===== src/rtl/firinverse.sv =====
// firinverse: inverse (deconvolving) filter for the 4-tap FIR datapath.
// Reconstructs 4-bit samples x_n from the 8-bit filtered stream using
//   x_n = (y_n - B2*x_{n-1} - B1*x_{n-2} - B0*x_{n-3}) / B3
// with an 8-step restoring divider (one quotient bit per cycle, MSB first).
//
// Ports:
//   CLK        in   rising-edge clock
//   reset      in   synchronous, active-high
//   Din[7:0]   in   filtered sample y_n (FIR output mod 256)
//   in_valid   in   Din valid this cycle
//   in_ready   out  block can accept a sample (IDLE only)
//   B0..B3[2:0] in  coefficients, latched with Din; B3 is the divisor
//   Dout[3:0]  out  reconstructed sample (registered)
//   out_valid  out  one-cycle pulse, Dout/err valid
//   err        out  sample not exactly invertible (qualified by out_valid)
//
// Configuration macro: FIRINV_CHECK_EN
//   defined   -> err flags B3==0, quotient > 15, nonzero remainder; failed
//                samples output 0 and push 0 into the history.
//   undefined -> err tied low, Dout = Q[3:0] always (B3==0 gives 4'hF).

module firinverse (
  input  logic       CLK,
  input  logic       reset,
  input  logic [7:0] Din,
  input  logic       in_valid,
  output logic       in_ready,
  input  logic [2:0] B0,
  input  logic [2:0] B1,
  input  logic [2:0] B2,
  input  logic [2:0] B3,
  output logic [3:0] Dout,
  output logic       out_valid,
  output logic       err
);

  localparam int unsigned XW = 4;  // sample width
  localparam int unsigned CW = 3;  // coefficient width
  localparam int unsigned YW = 8;  // filtered data width
  localparam int unsigned PW = 7;  // product width (max 7*15 = 105)
  localparam int unsigned SW = 9;  // sum-of-products width (max 315)

  typedef enum logic [1:0] {
    IDLE = 2'd0,
    CALC = 2'd1,
    DIV  = 2'd2,
    DONE = 2'd3
  } state_t;

  state_t state_q, state_d;

  logic [YW-1:0] y_q,   y_d;
  logic [CW-1:0] b0_q,  b0_d;
  logic [CW-1:0] b1_q,  b1_d;
  logic [CW-1:0] b2_q,  b2_d;
  logic [CW-1:0] b3_q,  b3_d;
  logic [XW-1:0] x1_q,  x1_d;
  logic [XW-1:0] x2_q,  x2_d;
  logic [XW-1:0] x3_q,  x3_d;
  logic [YW-1:0] quo_q, quo_d;   // dividend shifts out MSB-first, quotient shifts in
  logic [CW-1:0] rem_q, rem_d;
  logic [2:0]    cnt_q, cnt_d;
  logic [XW-1:0] dout_q, dout_d;
  logic          err_q, err_d;
  logic          out_valid_q, out_valid_d;
  logic          in_ready_q, in_ready_d;

  logic          xfer;
  logic [PW-1:0] p0, p1, p2;
  logic [SW-1:0] psum;
  logic [YW-1:0] resid;
  logic [CW:0]   trial;
  logic          trial_ge;
  logic [XW-1:0] new_x;
  logic          new_err;

  assign xfer = in_valid && in_ready_q;

  // Residual: products at 7 bits, sum at 9 bits, subtraction wraps mod 256
  // exactly like the FIR's truncated output.
  assign p0    = PW'(b0_q) * PW'(x3_q);
  assign p1    = PW'(b1_q) * PW'(x2_q);
  assign p2    = PW'(b2_q) * PW'(x1_q);
  assign psum  = SW'(p0) + SW'(p1) + SW'(p2);
  assign resid = y_q - psum[YW-1:0];

  // One restoring-division step; with B3==0 the compare always succeeds,
  // which is what produces Q=8'hFF in the unguarded build.
  assign trial    = {rem_q, quo_q[YW-1]};
  assign trial_ge = trial >= {1'b0, b3_q};

  // Result qualification for the DONE state.
  always_comb begin
`ifdef FIRINV_CHECK_EN
    new_err = (b3_q == '0) || (quo_q > YW'(15)) || (rem_q != '0);
    new_x   = new_err ? '0 : quo_q[XW-1:0];
`else
    new_err = 1'b0;
    new_x   = quo_q[XW-1:0];
`endif
  end

  // State register and datapath registers.
  always_ff @(posedge CLK) begin
    if (reset) begin
      state_q     <= IDLE;
      y_q         <= '0;
      b0_q        <= '0;
      b1_q        <= '0;
      b2_q        <= '0;
      b3_q        <= '0;
      x1_q        <= '0;
      x2_q        <= '0;
      x3_q        <= '0;
      quo_q       <= '0;
      rem_q       <= '0;
      cnt_q       <= '0;
      dout_q      <= '0;
      err_q       <= 1'b0;
      out_valid_q <= 1'b0;
      in_ready_q  <= 1'b1;
    end else begin
      state_q     <= state_d;
      y_q         <= y_d;
      b0_q        <= b0_d;
      b1_q        <= b1_d;
      b2_q        <= b2_d;
      b3_q        <= b3_d;
      x1_q        <= x1_d;
      x2_q        <= x2_d;
      x3_q        <= x3_d;
      quo_q       <= quo_d;
      rem_q       <= rem_d;
      cnt_q       <= cnt_d;
      dout_q      <= dout_d;
      err_q       <= err_d;
      out_valid_q <= out_valid_d;
      in_ready_q  <= in_ready_d;
    end
  end

  // Next-state logic.
  always_comb begin
    state_d = state_q;
    unique case (state_q)
      IDLE: if (xfer) state_d = CALC;
      CALC: state_d = DIV;
      DIV:  if (cnt_q == 3'd7) state_d = DONE;
      DONE: state_d = IDLE;
      default: state_d = IDLE;
    endcase
  end

  // Datapath / output next values.
  always_comb begin
    y_d         = y_q;
    b0_d        = b0_q;
    b1_d        = b1_q;
    b2_d        = b2_q;
    b3_d        = b3_q;
    x1_d        = x1_q;
    x2_d        = x2_q;
    x3_d        = x3_q;
    quo_d       = quo_q;
    rem_d       = rem_q;
    cnt_d       = cnt_q;
    dout_d      = dout_q;
    err_d       = err_q;
    out_valid_d = 1'b0;
    in_ready_d  = (state_d == IDLE);

    unique case (state_q)
      IDLE: begin
        if (xfer) begin
          y_d  = Din;
          b0_d = B0;
          b1_d = B1;
          b2_d = B2;
          b3_d = B3;
        end
      end
      CALC: begin
        quo_d = resid;
        rem_d = '0;
        cnt_d = '0;
      end
      DIV: begin
        cnt_d = cnt_q + 3'd1;
`ifdef FIRINV_CHECK_EN
        if (b3_q != '0) begin
`else
        begin
`endif
          if (trial_ge) begin
            rem_d = CW'(trial - {1'b0, b3_q});
            quo_d = {quo_q[YW-2:0], 1'b1};
          end else begin
            rem_d = trial[CW-1:0];
            quo_d = {quo_q[YW-2:0], 1'b0};
          end
        end
      end
      DONE: begin
        dout_d      = new_x;
        err_d       = new_err;
        out_valid_d = 1'b1;
        x3_d        = x2_q;
        x2_d        = x1_q;
        x1_d        = new_x;
      end
      default: ;
    endcase
  end

  assign in_ready  = in_ready_q;
  assign Dout      = dout_q;
  assign out_valid = out_valid_q;
  assign err       = err_q;

endmodule


===== config.mk =====
export PLATFORM = sky130hd
export DESIGN_NAME = firinverse
export DESIGN_NICKNAME = d
export VERILOG_FILES = /design/src/rtl/firinverse.sv
export SDC_FILE = /design/constraint.sdc
export NUM_CORES = 1
export LEC_CHECK = 0
export BUFFER_PORTS_ARGS = -buffer_cell sky130_fd_sc_hd__buf_2
export CAP_MARGIN = 20
export CORE_UTILIZATION = 35
export DETAILED_ROUTE_END_ITERATION = 6
export SYNTH_ARGS = -nofsm -noshare
export SYNTH_HDL_FRONTEND = slang
export SYNTH_SLANG_ARGS = --single-unit

===== constraint.sdc =====
create_clock -name CLK -period 4.7 [get_ports CLK]
set_input_delay 0.94 -clock CLK [delete_from_list [all_inputs] [get_ports CLK]]
set_output_delay 0.94 -clock CLK [all_outputs]
set_load 0.05 [all_outputs]

Word level (Yosys, flattened, before mapping)
Index checks and enable logic that the tools add are counted.
Word-level totals
  bits in registers: 50
  bits in latches: 0
  bits in writable memories: 0
  memory bits (read-only): 0
  bits of input ports: 23
  output and inout bits: 7
  logic and storage cells: 41
  memories: 0
Cells by class
  $add $sub $neg: 5
  $mul: 3
  divide/modulo/power cells: 0
  $lt $le $gt $ge: 1
  equal/unequal tests: 4
  shifts and indexed selects: 0
  muxes and demuxes: 9
  bitwise gates (word level): 0
  reductions and logical operators: 5
Operator list (count)
  3-bit by 4-bit multiplier with 7-bit output: 3
  8-bit one-hot mux with 2 select lines: 1
  3-bit one-hot mux with 2 select lines: 2
  7-bit by 7-bit adder with 8-bit output: 1
  8-bit by 7-bit adder with 8-bit output: 1
  2-bit one-hot mux with 4 select lines: 1
  8-bit subtractor: 1
  2-bit == test, second input constant: 2
  4-bit by 3-bit >= comparator with 1-bit output: 1
  2-bit zero test: 2
  2-bit 2-to-1 mux: 2
  3-bit by 1-bit adder with 3-bit output, second input constant: 1
  3-bit == test, second input constant: 1
  3-bit 2-to-1 mux: 1
  3-bit subtractor: 1
  2-bit by 1-bit == test with 1-bit output, second input constant: 1
  1-bit 2-to-1 mux: 2
  2-bit AND reduction: 1
  2-bit nonzero test: 1
  1-bit logical AND: 1

Longest topological paths before layout
  depth after elaboration: 5
  mapped depth: 17
  depth with buffers taken out: 17

Least setup slack after synthesis
Ideal clock, no wire load.
  kind: register to register
  start: register, netlist name Dout[1]
  end: register quo_q[7]
  library setup time: 0.096 ns
  arrival: 4.532 ns
  data required time: 4.604 ns
  setup slack: 0.073 ns
  cell stages (with the launch flop): 14
  path buffers: 0
  period minus slack after synthesis: 4.627 ns
  cells stage by stage: dfxtp_1 > nand2_1 > fa_1 > fa_1 > fa_1 > fa_1 > inv_1 > fa_1 > inv_1 > ha_1 > or4_4 > o21ai_2 > xnor2_1 > o41ai_2
RTL lines
  end signal, assigned: line 132  | quo_q <= quo_d;
  end, declared: line 60  | logic [YW-1:0] quo_q, quo_d;

Worst setup path after layout
  start: register b1_q[0]
  end: register quo_q[7]
Between the ends
  longest elaborated chain between the ends: 5
Ends and longest elaborated chain
  start, declared: line 54  | logic [CW-1:0] b1_q, b1_d;
  start signal, assigned: line 109  | b1_q <= '0;
  start signal, assigned: line 126  | b1_q <= b1_d;
  3-bit by 4-bit multiplier with 7-bit output: line 82  | assign p1 = PW'(b1_q) * PW'(x2_q);
  7-bit by 7-bit adder with 8-bit output: line 84  | assign psum = SW'(p0) + SW'(p1) + SW'(p2);
  8-bit by 7-bit adder with 8-bit output: line 84
  8-bit subtractor: line 85  | assign resid = y_q - psum[YW-1:0];
  8-bit one-hot mux with 2 select lines: line 172  | unique case (state_q)
Every way passes these cells.
A chain may end at the register's enable or synchronous reset.

==> results.md <==
- Status: finished, final reports clean
- Wl on met1: 3661 um
- Placed insts: 546
- Sequential element share of the synthesized area: 0.2850
- Initial drt markers: 80
- Crit. End Element: register
- Clock tree from TritonCTS: built
- DR WL/cell: 13.29 um
- Highest net fanout along the worst path: 5
- Final Setup Violations: 0
- Share of layout cells above drive strength 1: 0.09976
- Storage cell area: between 1000 and 1500 sq um
- YS warnings: 0
- FP Rows: 36
- Mean area per synthesized cell: 8.737 sq um
- Worst-Margin Slew: roughly 950 ps
- Reg clk slew, reported paths: around 100 ps
- GRT Total Usage: 0.1592
- Residual DRC: 0
- WHS: 461.9 ps
- Relative slew slack: 0.3694
- Worst vdd ir: 0.4413 mV
- Setup TNS: 0 ps
- Final Max Slew Viols: 0
- Post-synth top cells: 62 x inv_1, 62 x nand2_1, 50 x dfxtp_1
- Synth area leader: dfxtp_1
- Clock Sinks: 50
- Worst R2R Path Depth: 13
- First-pass GRT wire length: around 13000 um
- IO buf count: 28
- Cts hold-fix bufs: 0
- Vias in the first global route: roughly 2700
- Core area: 9729 sq um
- CP delay by family, top: adder cells
- Synth Net Count: 484
- Clk Latency, worst-skew pair: 310 ps
- CTS resizes: 0
- I/O pin count: 30
- DR pass1 iterations: 4
- Seq cells post-synth: 50
- F_max: 0.2228 GHz
- Post-synth top area share: 0.2850
- Vias per cell: ~4.7
- Met3 WL: 226 um
- Die area: 10440 sq um
- Die span in y: around 100 um
- Highest metal used: met4
- Largest net degree at the start of global routing: 50
- P_leak: ~1.6 nW
- Initial Utilization: 0.3610
- Final critical-path share of the clock period: 0.9549
- Routed wire length: 7362 um
- Num CTS Buffers: 5
- Min-delay worst type: reg2reg
- Clk buf depth: 2
- Max Cap Viol: 0
- Met2 wire length: roughly 3400 um
- EDFF count, synth: 0
- Multi-input logic area: 2205 sq um
- H-tree Lvls: 2
- CP most frequent cell: fa_1
- Post-route insts no fill: 554
- Final hold vios: 0
- Crit path buffers/inverters: 2
- Post-synth design cell area: 3512 sq um
- N_diodes: 0
- Nets: 502
- Tmin final: between 4000 and 5000 ps
- Post-route ant nets: 0
- # fillers: 1036
- Fin Clk Skew: 11.96 ps
- Slowest CP cell: fa_1
- # Post-CTS Setup Buffers: 0
- Area Overhead vs Synth: 9.334%
- CP Cell Sequence: nand2_1 -> fa_1 -> fa_1 -> fa_1 -> fa_1 -> inv_1 -> fa_1 -> inv_1 -> ha_1 -> or4_4 -> o21ai_2 -> xnor2_1 -> o41ai_2
- Worst endpoint required time: 4920 ps
- DPL Wire Length: around 5700 um
- Crit-path max cell delay: between 500 and 600 ps
- WHS Path Cells: 2
- Worst setup SP type: register
- Async S/R FF share, synth: 0
- CP Depth: 13
- Die width: 102.2 um
- Global route overflow: 0
- Total power: 1.653 mW
- Kind of critical path: reg2reg
- Synth top area cells: dfxtp_1 29%, fa_1 18%, ha_1 9.6%
- RePlAce Congestion: 0.8613
- Worst Path Arrival: around 4700 ps
- Most used DFF post-synth: dfxtp_1
- Vias: 2597
- Initial antenna violation count: 0
- Clk root buf: clkbuf_8
- RSZ-0062 raised after global routing: false
- Count of cell types in the netlist: 44
- PwrDens: 430.5 nW/um^2
- Synthesized netlist cell count: between 400 and 500
## routing by layer
layer | GRT usage | vias to the layer above
met5 | 0 | -
met4 | 0.03846 | 0
met3 | 0.02326 | 7
met2 | 0.2752 | 41
met1 | 0.2093 | 1241
li1 | - | 1308
## logic make-up (layout without fill, tap and decap cells)
family	Yosys count	in the layout	share of synthesized area
AO/OA/AOI/OAI	56	56	0.1019
XOR/XNOR	9	9	0.02245
adder cells (fa/ha/maj)	60	60	0.2814
buffers and inverters	80	99	0.08728
flip-flops	50	50	0.2850
multiplexers	19	19	0.05486
other	1	1	0.001068
AND/OR/NAND/NOR	127	127	0.1660
## through the flow
| step | utilization | instance area (sq um) | worst slack [ps] |
|---|---|---|---|
| final | 0.3947 | 3840 | 212.0 |
| after CTS | 0.3947 | 3840 | 183.1 |
| after global placement | 0.3853 | 3749 | 247.8 |
| after global routing | 0.3947 | 3840 | 3.401 |
| after detailed placement | 0.3853 | 3749 | 203.3 |
| after floorplan | - | 3512 | 72.73 |
## flip-flops by register name (all words and copies together), names as in the netlist
signal / cells
quo_q: 8
y_q: 8
Dout: 4
x2_q: 4
x3_q: 4
b0_q: 3
b1_q: 3
b2_q: 3
b3_q: 3
cnt_q: 3
rem_q: 3
state_q: 2
in_ready: 1
out_valid: 1
## area by class of cell
cell class / instances / area share
sequential: 50 / 0.2607
clock inverter: 3 / 0.005865
tap: 133 / 0.04334
inverter: 63 / 0.06158
clock buffer: 5 / 0.01792
multi-input combinational: 272 / 0.5741
timing repair buffer: 28 / 0.03649
## worst reg2reg max path, stage by stage (launching register included)
cell,delay [ps]
dfxtp_1,440
nand2_1,120
fa_1,560
fa_1,440
fa_1,520
fa_1,540
inv_1,60
fa_1,520
inv_1,40
ha_1,210
or4_4,540
o21ai_2,140
xnor2_1,80
o41ai_2,190
## path summary, 6_finish.rpt
kind	endpoint	slack, ps	start
worst min register to register	y_q[5]	460	y_q[5]
worst max-delay path	quo_q[7]	210	b1_q[0]
worst min-delay path	y_q[5]	460	y_q[5]
worst max register to register	quo_q[7]	210	b1_q[0]
## where the power goes
group          internal [mW]  switching [mW]
clock                  0.108           0.160
combinational          0.329           0.492
sequential             0.497          0.0661
## layout by cell type, fill, tap and decap left out, drive strengths merged, types with 2 or more instances in the layout
master | Yosys | final
o2111ai | 2 | 2
inv | 63 | 65
mux2i | 17 | 17
o311ai | 2 | 2
a211oi | 3 | 3
fa | 32 | 32
nand3 | 4 | 4
a21o | 2 | 2
ha | 27 | 27
nor2 | 23 | 23
nor3 | 2 | 2
xnor2 | 6 | 6
o21ai | 6 | 6
clkbuf | 11 | 5
nor2b | 3 | 3
a21oi | 31 | 31
a211o | 2 | 2
nand2 | 62 | 62
xor2 | 3 | 3
and3 | 2 | 2
mux2 | 2 | 2
dfxtp | 50 | 50
and2 | 26 | 26
a311oi | 2 | 2
buf | 6 | 28
(Power assumes the default switching activity.)
